--- config.mk ---
export PLATFORM = sky130hd
export DESIGN_NAME = rbm_core_bwd_flat
export DESIGN_NICKNAME = d
export VERILOG_FILES = /design/src/rtl/rbm_core_bwd_if.sv /design/src/rtl/rbm_core_bwd.sv /design/src/flat_wrapper.sv
export SDC_FILE = /design/constraint.sdc
export NUM_CORES = 1
export LEC_CHECK = 0
export ABC_AREA = 1
export ABC_CLOCK_PERIOD_IN_PS = 10400
export CAP_MARGIN = 0
export CELL_PAD_IN_SITES_DETAIL_PLACEMENT = 1
export CELL_PAD_IN_SITES_GLOBAL_PLACEMENT = 1
export CORE_MARGIN = 8
export CORE_UTILIZATION = 41
export CTS_BUF_LIST = sky130_fd_sc_hd__clkbuf_4
export DETAILED_ROUTE_END_ITERATION = 6
export MAX_ROUTING_LAYER = met4
export PLACE_DENSITY = 0.88
export SLEW_MARGIN = 20
export SYNTH_ARGS = -nofsm -noshare
export SYNTH_HDL_FRONTEND = slang
export SYNTH_SLANG_ARGS = --single-unit
--- constraint.sdc ---
create_clock -name clk -period 10.4 [get_ports clk]
set_input_delay 1.56 -clock clk [delete_from_list [all_inputs] [get_ports clk]]
set_output_delay 1.56 -clock clk [all_outputs]
set_load 0.02 [all_outputs]
--- src/rtl/rbm_core_bwd_if.sv ---
// Bus bundle for the backward (reconstruction) RBM core.
// Groups the control handshake, the weight/bias memory read ports and the
// visible-probability output stream.
//   master : the core side (drives strobes, addresses, status and the stream)
//   slave  : the environment side (memories, controller, stream consumer)
// Signals:
//   start/h_bits        pass request and sampled hidden vector
//   busy/done           pass status, done is a one-cycle pulse
//   w_re/w_addr/w_rdata weight read port, data one cycle after strobe
//   b_re/b_addr/b_rdata visible-bias read port, data one cycle after strobe
//   v_valid/v_ready     output stream handshake
//   v_data/v_idx/v_acc  probability, visible index, pre-sigmoid accumulator
interface rbm_core_bwd_if #(
  parameter int I_DIM = 256,
  parameter int H_DIM = 64,
  parameter int W_AW  = $clog2(I_DIM * H_DIM),
  parameter int B_AW  = $clog2(I_DIM)
);
  logic              start;
  logic [H_DIM-1:0]  h_bits;
  logic              busy;
  logic              done;
  logic              w_re;
  logic [W_AW-1:0]   w_addr;
  logic [15:0]       w_rdata;
  logic              b_re;
  logic [B_AW-1:0]   b_addr;
  logic [31:0]       b_rdata;
  logic              v_valid;
  logic              v_ready;
  logic [15:0]       v_data;
  logic [B_AW-1:0]   v_idx;
  logic [31:0]       v_acc;

  modport master (
    input  start, h_bits, w_rdata, b_rdata, v_ready,
    output busy, done, w_re, w_addr, b_re, b_addr, v_valid, v_data, v_idx, v_acc
  );

  modport slave (
    output start, h_bits, w_rdata, b_rdata, v_ready,
    input  busy, done, w_re, w_addr, b_re, b_addr, v_valid, v_data, v_idx, v_acc
  );
endinterface

--- src/rtl/rbm_core_bwd.sv ---
// Backward (reconstruction) GEMV + sigmoid for the RBM:
//   p_v[i] = sigmoid(b_v[i] + sum_j h[j] * W[i][j])
// One row of the weight memory is read per visible unit, the binary hidden
// vector gates each weight into a 32-bit wrapping accumulator, and the result
// goes through a piecewise-linear sigmoid to a Q0.16 probability.
// Ports:
//   clk, rst : clock and synchronous active-high reset
//   bus      : rbm_core_bwd_if.master (control, weight/bias reads, output stream)

// Piecewise-linear sigmoid with a registered output.
// x is signed Q7.9 (acc[21:6] with weights in Q1.15), y is Q0.16.
// Segments on |x|: [0,1) 0.25|x|+0.5, [1,2.375) 0.125|x|+0.625,
// [2.375,5) 0.03125|x|+0.84375, >=5 -> 1.0. Negative x uses 1 - f(|x|).
module sigmoid_lut (
  input  logic        clk,
  input  logic        rst,
  input  logic [15:0] x,
  output logic [15:0] y
);
  logic [15:0] mag;
  logic [16:0] ypos;
  logic [15:0] y_next;

  always_comb begin
    // |x| fits in 16 unsigned bits even for -32768
    mag = x[15] ? (~x + 16'd1) : x;
    if (mag < 16'd512)
      ypos = {3'b000, mag[8:0], 5'b00000} + 17'd32768;
    else if (mag < 16'd1216)
      ypos = {2'b00, mag[10:0], 4'b0000} + 17'd40960;
    else if (mag < 16'd2560)
      ypos = {3'b000, mag[11:0], 2'b00} + 17'd55296;
    else
      ypos = 17'd65536;
    if (x[15])
      y_next = 16'(17'd65536 - ypos);
    else if (ypos[16])
      y_next = 16'hFFFF;  // 1.0 is not representable in Q0.16
    else
      y_next = ypos[15:0];
  end

  always_ff @(posedge clk) begin
    if (rst) y <= '0;
    else     y <= y_next;
  end
endmodule

module rbm_core_bwd #(
  parameter int I_DIM = 256,
  parameter int H_DIM = 64,
  parameter int W_AW  = $clog2(I_DIM * H_DIM),
  parameter int B_AW  = $clog2(I_DIM)
) (
  input logic          clk,
  input logic          rst,
  rbm_core_bwd_if.master bus
);
  // j runs 0..H_DIM inclusive: one extra slot to absorb the last read latency
  localparam int JW  = $clog2(H_DIM + 1);
  localparam int HIW = (H_DIM > 1) ? $clog2(H_DIM) : 1;

  typedef enum logic [2:0] {
    S_IDLE, S_BIAS, S_ACC, S_SIG, S_CAP, S_OUT, S_DONE
  } state_t;

  state_t           state_reg, state_next;
  logic [H_DIM-1:0] h_reg, h_next;
  logic [B_AW-1:0]  i_reg, i_next;
  logic [JW-1:0]    j_reg, j_next;
  logic [31:0]      acc_reg, acc_next;
  logic             w_re_reg, w_re_next;
  logic [W_AW-1:0]  w_addr_reg, w_addr_next;
  logic             b_re_reg, b_re_next;
  logic [B_AW-1:0]  b_addr_reg, b_addr_next;
  logic             v_valid_reg, v_valid_next;
  logic [15:0]      v_data_reg, v_data_next;
  logic [B_AW-1:0]  v_idx_reg, v_idx_next;
  logic [31:0]      v_acc_reg, v_acc_next;

  logic [15:0]      sig_y;
  logic [W_AW-1:0]  row_base;
  logic [JW-1:0]    j_inc;
  logic [HIW-1:0]   h_idx;
  logic [31:0]      w_term;

  sigmoid_lut u_sig (
    .clk (clk),
    .rst (rst),
    .x   (acc_reg[21:6]),
    .y   (sig_y)
  );

  assign row_base = W_AW'(i_reg) * W_AW'(H_DIM);
  assign j_inc    = j_reg + JW'(1);
  // At slot j the read data on w_rdata belongs to column j-1
  assign h_idx    = HIW'(j_reg - JW'(1));
  assign w_term   = h_reg[h_idx] ? {{16{bus.w_rdata[15]}}, bus.w_rdata} : 32'd0;

  always_ff @(posedge clk) begin
    if (rst) begin
      state_reg   <= S_IDLE;
      h_reg       <= '0;
      i_reg       <= '0;
      j_reg       <= '0;
      acc_reg     <= '0;
      w_re_reg    <= 1'b0;
      w_addr_reg  <= '0;
      b_re_reg    <= 1'b0;
      b_addr_reg  <= '0;
      v_valid_reg <= 1'b0;
      v_data_reg  <= '0;
      v_idx_reg   <= '0;
      v_acc_reg   <= '0;
    end else begin
      state_reg   <= state_next;
      h_reg       <= h_next;
      i_reg       <= i_next;
      j_reg       <= j_next;
      acc_reg     <= acc_next;
      w_re_reg    <= w_re_next;
      w_addr_reg  <= w_addr_next;
      b_re_reg    <= b_re_next;
      b_addr_reg  <= b_addr_next;
      v_valid_reg <= v_valid_next;
      v_data_reg  <= v_data_next;
      v_idx_reg   <= v_idx_next;
      v_acc_reg   <= v_acc_next;
    end
  end

  // Strobes and addresses are computed one cycle ahead so the memory ports
  // are driven straight from flops during BIAS/ACC.
  always_comb begin
    state_next   = state_reg;
    h_next       = h_reg;
    i_next       = i_reg;
    j_next       = j_reg;
    acc_next     = acc_reg;
    w_re_next    = 1'b0;
    w_addr_next  = w_addr_reg;
    b_re_next    = 1'b0;
    b_addr_next  = b_addr_reg;
    v_valid_next = v_valid_reg;
    v_data_next  = v_data_reg;
    v_idx_next   = v_idx_reg;
    v_acc_next   = v_acc_reg;

    case (state_reg)
      S_IDLE: begin
        if (bus.start) begin
          h_next      = bus.h_bits;
          i_next      = '0;
          b_re_next   = 1'b1;
          b_addr_next = '0;
          state_next  = S_BIAS;
        end
      end
      S_BIAS: begin
        j_next      = '0;
        w_re_next   = 1'b1;
        w_addr_next = row_base;
        state_next  = S_ACC;
      end
      S_ACC: begin
        if (j_reg == '0) acc_next = bus.b_rdata;
        else             acc_next = acc_reg + w_term;
        if (j_reg == JW'(H_DIM)) begin
          state_next = S_SIG;
        end else begin
          j_next = j_inc;
          if (j_inc != JW'(H_DIM)) begin
            w_re_next   = 1'b1;
            w_addr_next = row_base + W_AW'(j_inc);
          end
        end
      end
      S_SIG: begin
        // LUT output registers at the end of this cycle
        state_next = S_CAP;
      end
      S_CAP: begin
        v_data_next  = sig_y;
        v_acc_next   = acc_reg;
        v_idx_next   = i_reg;
        v_valid_next = 1'b1;
        state_next   = S_OUT;
      end
      S_OUT: begin
        if (bus.v_ready) begin
          v_valid_next = 1'b0;
          if (i_reg == B_AW'(I_DIM - 1)) begin
            state_next = S_DONE;
          end else begin
            i_next      = i_reg + B_AW'(1);
            b_re_next   = 1'b1;
            b_addr_next = i_reg + B_AW'(1);
            state_next  = S_BIAS;
          end
        end
      end
      S_DONE: begin
        state_next = S_IDLE;
      end
      default: begin
        state_next = S_IDLE;
      end
    endcase
  end

  assign bus.busy    = (state_reg != S_IDLE);
  assign bus.done    = (state_reg == S_DONE);
  assign bus.w_re    = w_re_reg;
  assign bus.w_addr  = w_addr_reg;
  assign bus.b_re    = b_re_reg;
  assign bus.b_addr  = b_addr_reg;
  assign bus.v_valid = v_valid_reg;
  assign bus.v_data  = v_data_reg;
  assign bus.v_idx   = v_idx_reg;
  assign bus.v_acc   = v_acc_reg;
endmodule
--- src/flat_wrapper.sv ---
// flat-port wrapper written by rule: the top's interface ports become plain ports
module rbm_core_bwd_flat 
#(
  parameter int I_DIM = 256,
  parameter int H_DIM = 64,
  parameter int W_AW  = $clog2(I_DIM * H_DIM),
  parameter int B_AW  = $clog2(I_DIM)
)
  (clk, rst, bus_start, bus_h_bits, bus_w_rdata, bus_b_rdata, bus_v_ready, bus_busy, bus_done, bus_w_re, bus_w_addr, bus_b_re, bus_b_addr, bus_v_valid, bus_v_data, bus_v_idx, bus_v_acc);
  rbm_core_bwd_if #(.I_DIM(I_DIM), .H_DIM(H_DIM), .W_AW(W_AW), .B_AW(B_AW)) bus_i ();
  input logic clk;
  input logic rst;
  input wire logic [$bits(bus_i.start)-1:0] bus_start;
  input wire logic [$bits(bus_i.h_bits)-1:0] bus_h_bits;
  input wire logic [$bits(bus_i.w_rdata)-1:0] bus_w_rdata;
  input wire logic [$bits(bus_i.b_rdata)-1:0] bus_b_rdata;
  input wire logic [$bits(bus_i.v_ready)-1:0] bus_v_ready;
  output wire logic [$bits(bus_i.busy)-1:0] bus_busy;
  output wire logic [$bits(bus_i.done)-1:0] bus_done;
  output wire logic [$bits(bus_i.w_re)-1:0] bus_w_re;
  output wire logic [$bits(bus_i.w_addr)-1:0] bus_w_addr;
  output wire logic [$bits(bus_i.b_re)-1:0] bus_b_re;
  output wire logic [$bits(bus_i.b_addr)-1:0] bus_b_addr;
  output wire logic [$bits(bus_i.v_valid)-1:0] bus_v_valid;
  output wire logic [$bits(bus_i.v_data)-1:0] bus_v_data;
  output wire logic [$bits(bus_i.v_idx)-1:0] bus_v_idx;
  output wire logic [$bits(bus_i.v_acc)-1:0] bus_v_acc;
  assign bus_i.start = bus_start;
  assign bus_i.h_bits = bus_h_bits;
  assign bus_i.w_rdata = bus_w_rdata;
  assign bus_i.b_rdata = bus_b_rdata;
  assign bus_i.v_ready = bus_v_ready;
  assign bus_busy = bus_i.busy;
  assign bus_done = bus_i.done;
  assign bus_w_re = bus_i.w_re;
  assign bus_w_addr = bus_i.w_addr;
  assign bus_b_re = bus_i.b_re;
  assign bus_b_addr = bus_i.b_addr;
  assign bus_v_valid = bus_i.v_valid;
  assign bus_v_data = bus_i.v_data;
  assign bus_v_idx = bus_i.v_idx;
  assign bus_v_acc = bus_i.v_acc;
  rbm_core_bwd #(.I_DIM(I_DIM), .H_DIM(H_DIM), .W_AW(W_AW), .B_AW(B_AW)) u_core (.clk(clk), .rst(rst), .bus(bus_i));
endmodule
==> impl_metrics.tcl <==
set metrics [dict create \
    leakagePower_nw 6.17 \
    fin_skew_ns 0.0391 \
    ys_ff_latch 201 \
    arrival_ns 7.21 \
    grt_remaining_overflow 0 \
    cp-end-kind "flip-flop" \
    hold_viol_final 0 \
    whs_ns 0.438 \
    grt_util_met1_pct 29.9 \
    synthCells 1687 \
    core-area_mm2 0.0270 \
    min_from "u_core.u_sig.y[11]$_SDFF_PP0_" \
    path_class "reg2reg" \
    hold_path.class "reg2reg" \
    reg2reg_depth 27 \
    wirelength_mm 41.2 \
    worstMarginPinSlew_ns 1.06 \
    initial_utilization_pct 41.8 \
    drtIter0Drc 725 \
    worstSetupStartpointType "flip-flop" \
    portBuffers 198 \
    irDropWorstVdd_v 0.000123 \
    crit_fanout 61 \
    synth_area_leaders "dfxtp_1, nor2_1, o21ai_0" \
    ant_nets 0 \
    r2r_start "u_core.j_reg[0]$_SDFFE_PP0P_" \
    cts_sinks 201 \
    fp.dieW_um 182 \
    synth_top_cell_area_share_pct 35.6 \
    clock-root-buffer "clkbuf_4" \
    fmax_ghz 0.150 \
    rsz0062_at_grt "no" \
    grt_pass1_wl_mm 65.8 \
    cts_setup_buffers 0 \
    grt_pass1_vias 12500 \
    final_nets 2030 \
    grt_max_degree 121 \
    cts_max_level 2 \
    dr.pass1.iters 5 \
    grt_use_met2_pct 41.1 \
    drv_slew 0 \
    min_to "u_core.bus.v_data[11]$_SDFFE_PP0P_" \
    routabilityCongestion 0.895 \
    cts_hold_buf 0 \
    finalCoreUtilization_pct 52.4 \
    avgSynthCellArea_um2 6.70 \
    antenna_found_initial 2 \
    worstPathRequired_ns 10.94 \
    max-slew-margin-rel_pct 29.1 \
    post_cts_resized 0 \
    period_minus_slack_ns 6.67 \
    clkTransAtPathRegs_ns 0.06 \
    fin_crit_sh_pct 64.1 \
    dr_total_vias 12110 \
    final-setup-viol-count 0 \
    syn_area_mm2 0.0113 \
    setup_ws_ns 3.73 \
    cellPowerDensity_mw_per_mm2 298 \
    dp_hpwl_mm 30.0 \
    status "complete, no violations" \
    placementRows 60 \
    synth-warning-count 0 \
    final_cell_mix "nor2_1, nand2_1, dfxtp_1" \
    die_area_mm2 0.0331 \
    synth-seq-area-share_pct 35.6 \
    final_common_cell "nor2_1" \
    met3_usage_pct 4.25 \
    synth_cell_type_count 49 \
    avgRoutedWirePerCell_um 18.3 \
    hold_path_depth 2 \
    drc 0 \
    synthFlopType "dfxtp_1" \
    drive_gt1_share_pct 8.66 \
    p_total_mw 4.22 \
    rrSetupSlack_ns 3.73 \
    top_usage_layer "met2" \
    synth-edff-count 0 \
    r2r_end "u_core.acc_reg[28]$_SDFFE_PP0P_" \
    async_reset_ff_share_pct 0 \
    maxCapViolations 0 \
    clk_latency_ns 0.70 \
    yosys.area.top_type "dfxtp_1" \
    die_y_um 182 \
    fin_tns_setup_ns 0 \
    dp_worst_setup_slack_ns 3.86 \
    largest_reg_flops 64 \
    clockBufferDepth 3 \
    fillers 3531 \
    vias_per_cell 5.39 \
    numCtsBuffers 55 \
    pin_count 199 \
    track_usage_pct 24.7 \
    cts_tree "done" \
    area_growth_pct 25.4 \
    syn_nets 1846 \
]
metal layers:
layer | routed length, um | share of wire (%)
met5 | 0 | 0
met4 | 1230 | 3.0
met3 | 2000 | 4.9
met2 | 19400 | 47
met1 | 18600 | 45
worst max-delay path, cell delays in order (launching register included):
cell	delay, ns
dfxtp_2	0.95
inv_1	0.44
ha_1	0.88
inv_1	0.36
a21oi_1	0.22
o21ai_0	0.10
o21ai_0	0.13
o211ai_1	0.11
nand3_1	0.11
nand3_1	0.08
nand2_1	0.54
nor2_1	0.11
ha_1	0.24
fa_1	0.38
nand2_1	0.11
a21oi_1	0.10
nand3_1	0.08
nand2_1	0.11
nand3_1	0.09
nand2_1	0.16
nand3_1	0.12
nand3_1	0.11
a21boi_0	0.38
o21ai_0	0.19
nand2_1	0.10
nand2_1	0.05
o21ai_0	0.16
a21oi_1	0.09
power breakdown:
group	switching, mW	internal [mW]
Combinational	1.64	0.790
Sequential	0.126	0.934
Clock	0.348	0.385
worst max-delay path by stage:
stage / startpoint / end / slack, ns / cells after the start
2_1_floorplan: u_core.j_reg[0]$_SDFFE_PP0P_ / u_core.acc_reg[28]$_SDFFE_PP0P_ / 5.87 / 26
3_3_place_gp: u_core.j_reg[0]$_SDFFE_PP0P_ / u_core.acc_reg[28]$_SDFFE_PP0P_ / 4.23 / 27
3_5_place_dp: u_core.j_reg[0]$_SDFFE_PP0P_ / u_core.acc_reg[28]$_SDFFE_PP0P_ / 3.86 / 27
4_1_cts: u_core.j_reg[0]$_SDFFE_PP0P_ / u_core.acc_reg[28]$_SDFFE_PP0P_ / 3.82 / 27
5_1_grt: u_core.j_reg[0]$_SDFFE_PP0P_ / u_core.acc_reg[28]$_SDFFE_PP0P_ / 3.06 / 27
6_report: u_core.j_reg[0]$_SDFFE_PP0P_ / u_core.acc_reg[28]$_SDFFE_PP0P_ / 3.73 / 27
kinds of logic after synthesis:
kind of cell / count (synthesis) / synth area share (%)
AO/OA/AOI/OAI: 455 / 21.6
flip-flops: 201 / 35.6
AND/OR/NAND/NOR: 695 / 26.4
adder cells (fa/ha/maj): 43 / 4.83
buffers and inverters: 258 / 8.83
XOR/XNOR: 35 / 2.71
final cells by class:
class | count | area, um2 | share of cell area [%]
clock buffer | 83 | 623 | 4.40
antenna | 2 | 5.00 | 0.0353
sequential | 201 | 4030 | 28.4
inverter | 176 | 664 | 4.69
tap | 341 | 427 | 3.01
clock inverter | 8 | 67.6 | 0.477
timing repair buffer | 209 | 2060 | 14.5
multi-input combinational | 1228 | 6300 | 44.5
cell usage after synthesis (2+ instances only):
cell and count:
nor2_1 272, nand2_1 258, dfxtp_1 201, o21ai_0 194, a21oi_1 189, inv_1 156, nand3_1 88, clkbuf_1 69
ha_1 42, o211ai_1 34, xor2_1 29, nor3_1 17, inv_2 15, nand2_2 15, a31oi_1 9, buf_2 9
nor2_2 8, nand4_1 7, o21ai_1 7, xnor2_1 6, nand3b_1 5, clkinv_1 4, nand2_4 4, nor4_1 4
o21a_1 4, or2_2 4, a211oi_1 3, a21boi_0 3, a21o_1 3, a221oi_1 2, buf_4 2, nand3_2 2
nand3_4 2, nor2_4 2, nor3_2 2, o221ai_1 2, o31ai_1 2
through the flow:
stage | area [um2] | instances
2_1_floorplan | 11300 | 1687
3_3_place_gp | 13500 | 2155
3_5_place_dp | 13500 | 2155
4_1_cts | 14200 | 2246
5_1_grt | 14200 | 2248
6_report | 14200 | 2248
No activity file was read; power rests on OpenSTA's default activity.
